<file path="src/rtl/adder_sum_collector.sv">
// rtl/adder_sum_collector.sv - collects adder beats, recovers carry, emits byte frame
module adder_sum_collector #(
  parameter int ACC_W = 16,
  parameter int SAT   = 1
) (
  input  logic       clk,
  input  logic       rst_n,
  input  logic [7:0] a_in,
  input  logic [7:0] b_in,
  input  logic [7:0] sum_in,
  input  logic       in_valid,
  output logic       in_ready,
  input  logic       flush,
  output logic [7:0] out_data,
  output logic       out_valid,
  input  logic       out_ready,
  output logic       out_last,
  output logic       ovf,
  output logic       mismatch,
  output logic       busy
);

  localparam int NB    = ACC_W / 8 + 1;
  localparam int IDX_W = $clog2(NB);
  localparam logic [IDX_W-1:0] LAST_IDX = IDX_W'(NB - 1);

  typedef enum logic {S_ACCUM = 1'b0, S_EMIT = 1'b1} state_t;

  state_t             r_state;
  state_t             w_state_next;
  logic [ACC_W-1:0]   r_acc;
  logic [7:0]         r_cnt;
  logic [IDX_W-1:0]   r_idx;
  logic               r_ovf;
  logic               r_mismatch;

  logic               w_accept;
  logic               w_xfer;
  logic               w_last_xfer;
  logic               w_carry;
  logic [7:0]         w_ref_sum;
  logic [ACC_W:0]     w_sum;
  logic [ACC_W-1:0]   w_acc_next;
  logic [7:0]         w_byte;

  assign w_accept    = in_valid & in_ready;
  assign w_xfer      = out_valid & out_ready;
  assign w_last_xfer = w_xfer & (r_idx == LAST_IDX);

  // The adder drops its carry; a truncated sum below operand A means it wrapped.
  assign w_carry   = (sum_in < a_in);
  assign w_ref_sum = a_in + b_in;
  assign w_sum     = {1'b0, r_acc} + {{(ACC_W-8){1'b0}}, w_carry, sum_in};

  // Overflow handling: clamp to all-ones or keep the wrapped low bits.
  always_comb begin
    w_acc_next = w_sum[ACC_W-1:0];
    if (w_sum[ACC_W] && (SAT != 0)) begin
      w_acc_next = '1;
    end
  end

  // Frame byte select: accumulator bytes LSB first, then the beat count.
  always_comb begin
    w_byte = r_cnt;
    for (int k = 0; k < NB - 1; k++) begin
      if (r_idx == IDX_W'(k)) begin
        w_byte = r_acc[k*8 +: 8];
      end
    end
  end

  // State register.
  always_ff @(posedge clk or negedge rst_n) begin
    if (!rst_n) begin
      r_state <= S_ACCUM;
    end else begin
      r_state <= w_state_next;
    end
  end

  // Next-state: flush starts a frame; the last byte transfer ends it.
  always_comb begin
    w_state_next = r_state;
    case (r_state)
      S_ACCUM: if (flush)       w_state_next = S_EMIT;
      S_EMIT:  if (w_last_xfer) w_state_next = S_ACCUM;
      default:                  w_state_next = S_ACCUM;
    endcase
  end

  // Outputs decoded from state; frame contents stay frozen since no beat lands in EMIT.
  always_comb begin
    in_ready  = 1'b1;
    out_valid = 1'b0;
    busy      = 1'b0;
    out_data  = 8'h00;
    out_last  = 1'b0;
    if (r_state == S_EMIT) begin
      in_ready  = 1'b0;
      out_valid = 1'b1;
      busy      = 1'b1;
      out_data  = w_byte;
      out_last  = (r_idx == LAST_IDX);
    end
  end

  // Accumulate beats, advance the frame index, and clear everything at frame end.
  always_ff @(posedge clk or negedge rst_n) begin
    if (!rst_n) begin
      r_acc      <= '0;
      r_cnt      <= 8'h00;
      r_idx      <= '0;
      r_ovf      <= 1'b0;
      r_mismatch <= 1'b0;
    end else if (w_last_xfer) begin
      r_acc      <= '0;
      r_cnt      <= 8'h00;
      r_idx      <= '0;
      r_ovf      <= 1'b0;
      r_mismatch <= 1'b0;
    end else begin
      if (w_xfer) begin
        r_idx <= r_idx + 1'b1;
      end
      if (w_accept) begin
        r_acc <= w_acc_next;
        if (w_sum[ACC_W]) begin
          r_ovf <= 1'b1;
        end
        if (sum_in != w_ref_sum) begin
          r_mismatch <= 1'b1;
        end
        if (r_cnt != 8'hFF) begin
          r_cnt <= r_cnt + 8'h01;
        end
      end
    end
  end

  assign ovf      = r_ovf;
  assign mismatch = r_mismatch;

endmodule

</file>
<file path="config.mk">
export PLATFORM = sky130hd
export DESIGN_NAME = adder_sum_collector
export DESIGN_NICKNAME = d
export VERILOG_FILES = /design/src/rtl/adder_sum_collector.sv
export SDC_FILE = /design/constraint.sdc
export NUM_CORES = 1
export LEC_CHECK = 0
export BUFFER_PORTS_ARGS = -buffer_cell sky130_fd_sc_hd__buf_2
export CAP_MARGIN = 5
export CORE_MARGIN = 2
export CORE_UTILIZATION = 50
export CTS_CLUSTER_DIAMETER = 60
export DETAILED_ROUTE_END_ITERATION = 8
export GPL_ROUTABILITY_DRIVEN = 0
export MAX_ROUTING_LAYER = met4
export PLACE_DENSITY = 0.72
export RECOVER_POWER = 100
export SLEW_MARGIN = 20
export SYNTH_ARGS = -nofsm -noshare
export SYNTH_HDL_FRONTEND = slang
export SYNTH_SLANG_ARGS = --single-unit
</file>
<file path="constraint.sdc">
create_clock -name clk -period 2.9 [get_ports clk]
set_clock_uncertainty 0.2 [all_clocks]
set_input_delay 0 -clock clk [delete_from_list [all_inputs] [get_ports clk]]
set_output_delay 0 -clock clk [all_outputs]
set_load 0.05 [all_outputs]
</file>
==> results.toml, run 1 <==
[run_status]
status = "complete, but fails checks"
violations = "capacitance limit, slew limit"

[power_and_ir_drop]
p_switching_mw = 1.18
intPower_mw = 1.18
p_seq_share_pct = 27.8
comb_power_share_pct = 58.8
leakage_nw = 1.36
pwr-share-clk_pct = 13.3
swShare_pct = 49.9
power_density_nw_per_um2 = 806
vdd_drop_max_mv = 0.393

[route]
via_count = 2285
viasPerCell = 5.57
drtIter0Drc = 155
drc_errors = 0
first_pass_iters = 4
wl_per_cell_um = 13.8
wl_mm = 5.67
ant_nets = 0

[min_path]
hold_start = "sum_in[1]"
hold_class = "primary input to flop"
holdPathEnd = "r_acc[1]"
hold_depth = 4

[grt]
use_met3_pct = 5.22
grt_use_met2_pct = 35.2
grt_max_degree = 30
grtUsageTotal_pct = 22.6
grt_pass1_vias = 2136
met1_usage_pct = 30.3
grt_pass1_wl_mm = 9.47
antenna_found_initial = 0
top_usage_layer = "met2"
gr-total-overflow = 0

[floorplan]
num_rows = 25
die_h_um = 74.7
die_x_um = 74.7
pin_count = 43
core_area_sq_um = 4790
start_util_pct = 52.3
die_area_sq_um = 5580

[synth]
synth_cell_types = 50
synth_top_area_share_pct = 29.0
yosysSeqAreaShare_pct = 29.0
syn_avg_cell_area_sq_um = 8.60
synthCells = 291
synth_seq_cells = 29
netlist_area_sq_um = 2500
ys_top_cells_by_area = "dfrtp_1 29%, ha_1 12%, nor2_1 6.3%"
syn_nets = 346
yosys_warnings = 0
yosysTopAreaCell = "dfrtp_1"

[cells_and_area]
diodes = 0
final_cells = 410
final_cell_mix = "42 x nor2_1, 29 x dfrtp_1, 27 x buf_2"
final_cell_area_sq_um = 2930
final_common_cell = "nor2_1"
layout-drive-gt1-share_pct = 16.0
nFillCells = 477
nets = 397
area_growth_pct = 17.0

[cts]
h-tree-depth = 2
cts.sink_count = 29
cts_tree = "built"
cts_root_buffer = "clkbuf_8"
cts_inserted_buffers = 5
clock_latency_ps = 280
clkSlewWorstSetupHoldPaths_ps = 60
clock_path_buffers = 2

[sta]
setup_ws_ps = 135
hold_violations = 0
maxSlewHeadroom_pct = -5.30
tightest_slew_ps = 1580
fin_crit_ps = 2760
finalCritPeriodShare_pct = 95.3
maxSlewViolCount = 30
finalSetupViolCount = 0
max_freq_mhz = 362

[critical_path]
crit_path_max_fanout = 7
r2r_end = "r_acc[9]"
worstPathRequired_ps = 2930
critPathKind = "primary input to flop"
start_kind = "primary input"
critPathArrivalTime_ps = 2790
regToRegStartpoint = "r_acc[0]"
cp-end-kind = "flop"
r2r_cells = 8
r2r_slack_ps = 450

[job]
max_cap_violations = 1

[placed_design]
dp_hpwl_mm = 4.28
dpl.cell_count = 395
placed_cell_area_sq_um = 2780
pre_cts_ws_ps = -37.3
portBuffers = 42
## cell families (layout without fill, tap and decap cells)
family,Yosys count,after routing,synth area share [%]
adder cells (fa/ha/maj),26,26,13.6
buffers and inverters,23,75,4.05
multiplexers,9,9,3.60
AND/OR/NAND/NOR,102,102,19.6
flip-flops,29,29,29.0
XOR/XNOR,27,27,9.45
AO/OA/AOI/OAI,75,75,20.7
## worst max path at each step
stage          startpoint        to  slack, ps  cells past startpoint
2_1_floorplan     r_state  out_last        230                      3
3_3_place_gp      a_in[1]  r_acc[2]         50                     15
3_5_place_dp      a_in[1]  r_acc[3]        -40                     15
4_1_cts         sum_in[5]  r_acc[2]         80                     13
5_1_grt         sum_in[5]  r_acc[3]         -6                     13
6_report        sum_in[5]  r_acc[9]        140                     12
## repair_timing
item | CTS | global route
hold endpoints to repair | 34 | 0
endpoints found under the setup margin | 0 | 11
buffers inserted | 0 | 1
gates resized for setup | 0 | 5
hold buffers | 6 | 0
## per-stage QoR
stage	power (mW)	hold WS [ps]	util, %	setup TNS [ps]
2_1_floorplan	1.73	-496	-	0
3_3_place_gp	2.01	-132	58.1	0
3_5_place_dp	2.03	-130	58.1	-95.9
4_1_cts	2.37	9.87	61.0	0
5_1_grt	2.55	41.0	61.2	-5.56
6_report	2.36	11.1	61.2	0
## area by class of cell
class                      instances  area, sq um  area share, %
clock buffer                       8         80.1           2.74
multi-input combinational        239         1700           58.1
tap                               67         83.8           2.86
inverter                          13         48.8           1.67
sequential                        29          726           24.8
timing repair buffer              54          289           9.88
## state kept, by name, summed over array words and instances (netlist names)
name / cells
r_acc: 16
r_cnt: 8
r_idx: 2
mismatch: 1
ovf: 1
r_state: 1
## layer usage
layer	up-vias	share of wire, %
met4	0	0.69
met3	7	4.1
met5	-	0
li1	1148	-
met1	1082	50
met2	48	45
## cells in the mapped netlist (all sizes together)
library cell / n
o31ai: 1
o41ai: 3
nor2: 42
a211oi: 1
a41oi: 1
nand4: 2
nor4b: 1
a31o: 3
or3: 3
or4: 1
nand4b: 2
a32oi: 1
a21o: 5
o21bai: 1
o311ai: 2
dfrtp: 29
and3: 3
nor3b: 3
mux2i: 9
ha: 24
a31oi: 5
xor2: 11
o21a: 3
and4: 1
inv: 13
nand2b: 4
fa: 2
and2: 1
nor2b: 4
nor3: 6
buf: 6
o211ai: 4
o21ai: 14
or2: 1
nand3: 13
o2bb2a: 1
a22oi: 1
clkbuf: 4
nand2: 15
o31a: 1
a21oi: 28
xnor2: 16
## worst max-delay path, stage by stage
cell and delay (ps):
dlygate4sd3_1 550, buf_2 150, ha_1 270, o21ai_0 70, a21oi_1 190, o41ai_2 90, ha_1 370, o211ai_1 130
a22oi_2 210, o21ai_2 110, or3_4 450, o2bb2a_4 200
## power by group through the flow
stage / logic [mW] / registers [mW] / clock network (mW)
2_1_floorplan: 1.09 / 0.640 / 0
3_3_place_gp: 1.36 / 0.656 / 0
3_5_place_dp: 1.37 / 0.660 / 0
4_1_cts: 1.39 / 0.653 / 0.327
5_1_grt: 1.54 / 0.668 / 0.345
6_report: 1.39 / 0.657 / 0.315
Power figures use the tool's default switching activity.
==> run 2: changes to the inputs <==
==> constraint.sdc (replaced) <==
create_clock -name clk -period 2.8 [get_ports clk]
set_clock_uncertainty 0.2 [all_clocks]
set_input_delay 0 -clock clk [delete_from_list [all_inputs] [get_ports clk]]
set_output_delay 0 -clock clk [all_outputs]
set_load 0.05 [all_outputs]
==> run 2 against run 1 <==
  * Critical endpoint unchanged
  * Design area down 1.1%
  * Total power up 2.3%
  * Clock-buffer cell count unchanged
  * Final cell count up 0.49%
  * Sequential cell count unchanged
  * The run still ends with capacitance limit, slew limit left
  * First-iteration DRC count up 11%
==> results.toml, run 2 (same netlist as run 1, synthesis figures left out) <==
[critical_path]
critPathKind = "flop to flop"
crit_path_max_incr_delay_ps = 630
cp-end-kind = "flop"
crit_path_max_fanout = 7
crit_end = "r_acc[9]"
regToRegStartpoint = "r_acc[3]"
path_depth = 7
start_kind = "flop"
worst_path_most_repeated_cell = "a21oi_2"
worstPathRequired_ps = 2820
cpMaxStageDelayCell = "o41ai_2"
r2r_end = "r_acc[9]"
path_delay_family = "compound AO/OA/AOI/OAI gates"
r2r_slack_ps = 210
crit_buf_inv = 0
worstSetupStartpoint = "r_acc[3]"
crit_chain = "ha_1 -> a21o_1 -> a21oi_2 -> a21oi_2 -> o41ai_2 -> o21ai_0 -> o2bb2a_4"
r2r_cells = 7
critPathArrivalTime_ps = 2600

[placed_design]
dp_hpwl_mm = 4.38
pre_cts_ws_ps = 16.6
portBuffers = 42

[floorplan]
die_h_um = 74.7
die_x_um = 74.7
die_area_sq_um = 5580
pin_count = 43
core_area_sq_um = 4790
num_rows = 25
start_util_pct = 52.3

[sta]
fin_crit_ps = 2590
finalSetupViolCount = 0
tightest_slew_ps = 1580
max_freq_mhz = 387
grt_setup_unrepaired = "no"
hold_violations = 0
finalCritPeriodShare_pct = 92.3
maxSlewViolCount = 30
finalSetupTns_ps = 0
maxSlewHeadroom_pct = -5.20
setup_ws_ps = 214

[route]
wl_mm = 5.61
ant_nets = 0
first_pass_iters = 4
wl_per_cell_um = 13.6
drc_errors = 0
via_count = 2249
drtIter0Drc = 172
viasPerCell = 5.46

[job]
max_cap_violations = 1

[grt]
grt_pass1_wl_mm = 9.47
grtUsageTotal_pct = 22.6
grt_pass1_vias = 2081
gr-total-overflow = 0
grt_max_degree = 30
antenna_found_initial = 0

[power_and_ir_drop]
leakage_nw = 1.35
vdd_drop_max_mv = 0.448
power_density_nw_per_um2 = 834

[cells_and_area]
final_common_cell = "nor2_1"
largest_register = "r_acc"
seqCellArea_sq_um = 726
diodes = 0
nets = 399
multi_input_area_sq_um = 1660
final_cell_mix = "42 x nor2_1, 29 x dfrtp_1, 27 x buf_2"
area_growth_pct = 15.8
largest_reg_flops = 16
layout_top_registers = "r_acc x16, r_cnt x8, r_idx x2"
layout-drive-gt1-share_pct = 14.8
nFillCells = 475

[cts]
h-tree-depth = 2
cts_root_buffer = "clkbuf_8"
post-cts-setup-buffer-count = 0
clkSlewWorstSetupHoldPaths_ps = 60
cts_tree = "built"
cts_inserted_buffers = 5
cts.sink_count = 29
clock_latency_ps = 280
cts_hold_buf = 5
postCtsResizedCells = 0
clock_path_buffers = 2

[min_path]
hold_class = "primary input to flop"

[run_status]
status = "complete, but fails checks"
violations = "capacitance limit, slew limit"
==> run 2: metrics by stage <==
step                      power, mW  hold WS [ps]  instances  instance area, sq um  util [%]
final                          2.41          32.2        412                  2900      60.5
after global routing           2.62          71.4        412                  2900      60.5
after CTS                      2.48          20.6        412                  2940      61.4
after detailed placement       2.14          -131        399                  2810      58.7
after global placement         2.11          -140        399                  2810      58.7
after floorplan                1.79          -496        291                  2500         -
==> run 2: area by class of cell <==
class / instances / area share (%)
timing repair buffer: 56 / 10.3
clock buffer: 8 / 2.77
tap: 67 / 2.90
inverter: 13 / 1.69
sequential: 29 / 25.1
multi-input combinational: 239 / 57.3
==> run 2: power breakdown <==
group	total, mW	switching [mW]	leakage [nW]	internal [mW]
sequential	0.678	0.151	0.381	0.527
combinational	1.41	0.904	0.933	0.511
clock	0.321	0.145	0.0395	0.176
==> run 2: layer usage <==
layer  GRT usage (%)  routed length [um]
met5               -                   0
met4            5.16                  32
met3            4.15                 191
met2            35.1                2610
met1            31.0                2770
==> run 2: how the worst min path moves through the flow <==
stage                         start  endpoint  slack, ps  cells past startpoint
after detailed placement      rst_n  r_cnt[4]       -130                      1
final                     sum_in[5]  mismatch         30                      4
after global placement        rst_n  r_cnt[4]       -140                      1
after floorplan               rst_n  mismatch       -500                      0
after global routing      sum_in[5]  mismatch         70                      4
after CTS                 sum_in[5]  mismatch         20                      4
==> run 2: worst register-to-register path: cells and delay by family (launching register included) <==
kind,cells,cell delay (ps)
adder cells (fa/ha/maj),1,350
flip-flops,1,410
AO/OA/AOI/OAI,6,1570
==> run 3: changes to the inputs <==
--- a/config.mk
+++ b/config.mk
@@ -12,7 +12,6 @@
 export CTS_CLUSTER_DIAMETER = 60
 export DETAILED_ROUTE_END_ITERATION = 8
 export GPL_ROUTABILITY_DRIVEN = 0
-export MAX_ROUTING_LAYER = met4
 export PLACE_DENSITY = 0.72
 export RECOVER_POWER = 100
 export SLEW_MARGIN = 20
==> constraint.sdc (replaced) <==
create_clock -name clk -period 2.8 [get_ports clk]
set_clock_uncertainty 0.2 [all_clocks]
set_input_delay 0.28 -clock clk [delete_from_list [all_inputs] [get_ports clk]]
set_output_delay 0.28 -clock clk [all_outputs]
set_load 0.05 [all_outputs]
==> run 3 against run 2 <==
  * The run still ends with capacitance limit, slew limit left
  * Maximum frequency is 3.1% lower
  * Total power is 3.5% higher
  * Core utilization grew 1.5 points
  * Hold slack worse by 13 ps
  * Sequential cell count stayed put
  * Die area unchanged
  * Sequential share of layout area is 0.59 points lower
  * Clock-buffer cell count shrank 1
  * Global-route usage is 1.6 points lower
  * Final cell count unchanged
  * Routed wire length decreased by 3.3%
==> results.toml, run 3 (same netlist as run 1, synthesis figures left out) <==
[run_status]
status = "complete, but fails checks"
violations = "capacitance limit, slew limit"

[placed_design]
portBuffers = 42
dp_hpwl_mm = 4.27
pre_cts_ws_ps = -330

[grt]
antenna_found_initial = 0
grt_pass1_vias = 2013
gr-total-overflow = 0
grt_pass1_wl_mm = 9.10
grt_max_degree = 30
grtUsageTotal_pct = 21.1

[route]
via_count = 2258
viasPerCell = 5.48
wl_per_cell_um = 13.2
drc_errors = 0
wl_mm = 5.42
ant_nets = 0
drtIter0Drc = 118
first_pass_iters = 4

[cells_and_area]
final_common_cell = "nor2_1"
largest_reg_flops = 16
nets = 399
largest_register = "r_acc"
layout-drive-gt1-share_pct = 20.0
multi_input_area_sq_um = 1710
diodes = 0
final_cell_mix = "41 x nor2_1, 29 x dfrtp_1, 27 x buf_2"
area_growth_pct = 18.6
layout_top_registers = "r_acc x16, r_cnt x8, r_idx x2"
seqCellArea_sq_um = 726
utilization_pct = 62.0
nFillCells = 431

[sta]
hold_violations = 0
maxSlewViolCount = 30
finalSetupTns_ps = 0
hold_ws_ps = 19.3
max_freq_mhz = 375
setup_ws_ps = 130
fin_crit_ps = 2670
tightest_slew_ps = 1550
finalCritPeriodShare_pct = 95.3
maxSlewHeadroom_pct = -3.65
finalSetupViolCount = 0

[critical_path]
critPathArrivalTime_ps = 2690
regToRegStartpoint = "r_acc[0]"
critPathKind = "primary input to flop"
r2r_slack_ps = 300
r2r_cells = 9
crit_path_max_fanout = 7
cpMaxStageDelayCell = "or3_4"
crit_chain = "buf_2 -> inv_1 -> ha_1 -> a21oi_2 -> nor2b_1 -> o21ai_1 -> a21oi_1 -> o41ai_2 -> ha_1 -> o211ai_1 -> a22oi_2 -> o21ai_2 -> or3_4 -> a21oi_1 -> a31o_2"
r2r_end = "r_acc[3]"
start_kind = "primary input"
crit_path_max_incr_delay_ps = 390
cp-end-kind = "flop"
worstPathRequired_ps = 2820

[min_path]
hold_depth = 3
holdPathEnd = "r_state"
hold_class = "primary input to flop"
hold_start = "flush"

[floorplan]
die_area_sq_um = 5580
start_util_pct = 52.3
core_area_sq_um = 4790
pin_count = 43
die_h_um = 74.7
num_rows = 25
die_x_um = 74.7

[power_and_ir_drop]
power_density_nw_per_um2 = 843
leakage_nw = 1.39
vdd_drop_max_mv = 0.382

[cts]
post-cts-setup-buffer-count = 0
clkSlewWorstSetupHoldPaths_ps = 60
cts_root_buffer = "clkbuf_8"
cts_tree = "built"
cts_inserted_buffers = 5
cts.sink_count = 29
h-tree-depth = 2
clock_latency_ps = 280
clock_path_buffers = 2

[job]
max_cap_violations = 1
run 3: changes by cell type in the layout (fill, tap and decap cells not counted), sizes merged:
cell,before,now
clkbuf,26,23
buf,33,39
dlygate4sd3,5,1
clkinv,0,1
run 3: area by class of cell:
type,count,area share [%]
Multi-Input combinational cell,239,57.7
Sequential cell,29,24.5
Timing Repair Buffer,56,9.96
Clock buffer,7,3.25
Tap cell,67,2.83
Inverter,13,1.65
Clock inverter,1,0.169
run 3: timing repair:
action | CTS | global route
hold endpoints to repair | 29 | 0
endpoints found under the setup margin | 4 | 15
pin swaps | 0 | 2
hold buffers | 1 | 0
resized for setup | 1 | 7
run 3: power breakdown:
part / total (mW) / internal [mW] / leakage, nW / switching [mW]
registers: 0.673 / 0.527 / 0.381 / 0.146
logic: 1.45 / 0.531 / 0.959 / 0.922
clock network: 0.375 / 0.222 / 0.0542 / 0.153
total: 2.50 / 1.28 / 1.39 / 1.22
run 3: critical path: cells and delay by family:
| family | cells | cell delay [ps] |
|---|---|---|
| AO/OA/AOI/OAI | 9 | 1270 |
| adder cells (fa/ha/maj) | 2 | 530 |
| buffers and inverters | 2 | 130 |
| AND/OR/NAND/NOR | 2 | 450 |
run 3: through the flow:
step / instances / area, sq um / power, mW
floorplan: 291 / 2510 / 1.79
global placement: 403 / 2850 / 2.12
detailed placement: 403 / 2850 / 2.14
CTS: 412 / 2960 / 2.53
global route: 412 / 2970 / 2.70
finish: 412 / 2970 / 2.50
run 3: worst max path at each step:
| stage | slack, ps | cells past startpoint | end | from |
|---|---|---|---|---|
| after detailed placement | -330 | 15 | r_acc[2] | a_in[1] |
| after CTS | 20 | 15 | r_acc[2] | a_in[1] |
| after global routing | -2 | 16 | r_acc[12] | a_in[1] |
| after global placement | -250 | 15 | r_acc[2] | a_in[1] |
| after floorplan | 10 | 15 | r_acc[3] | a_in[1] |
| final | 130 | 15 | r_acc[3] | a_in[1] |
run 3: routing by layer:
layer / global-route usage, % / up-vias / share of wire (%)
met2: 32.7 / 40 / 47
met3: 5.22 / 5 / 3.5
met5: 0 / - / 0
met4: 3.77 / 0 / 0.70
li1: - / 1149 / -
met1: 30.3 / 1064 / 49
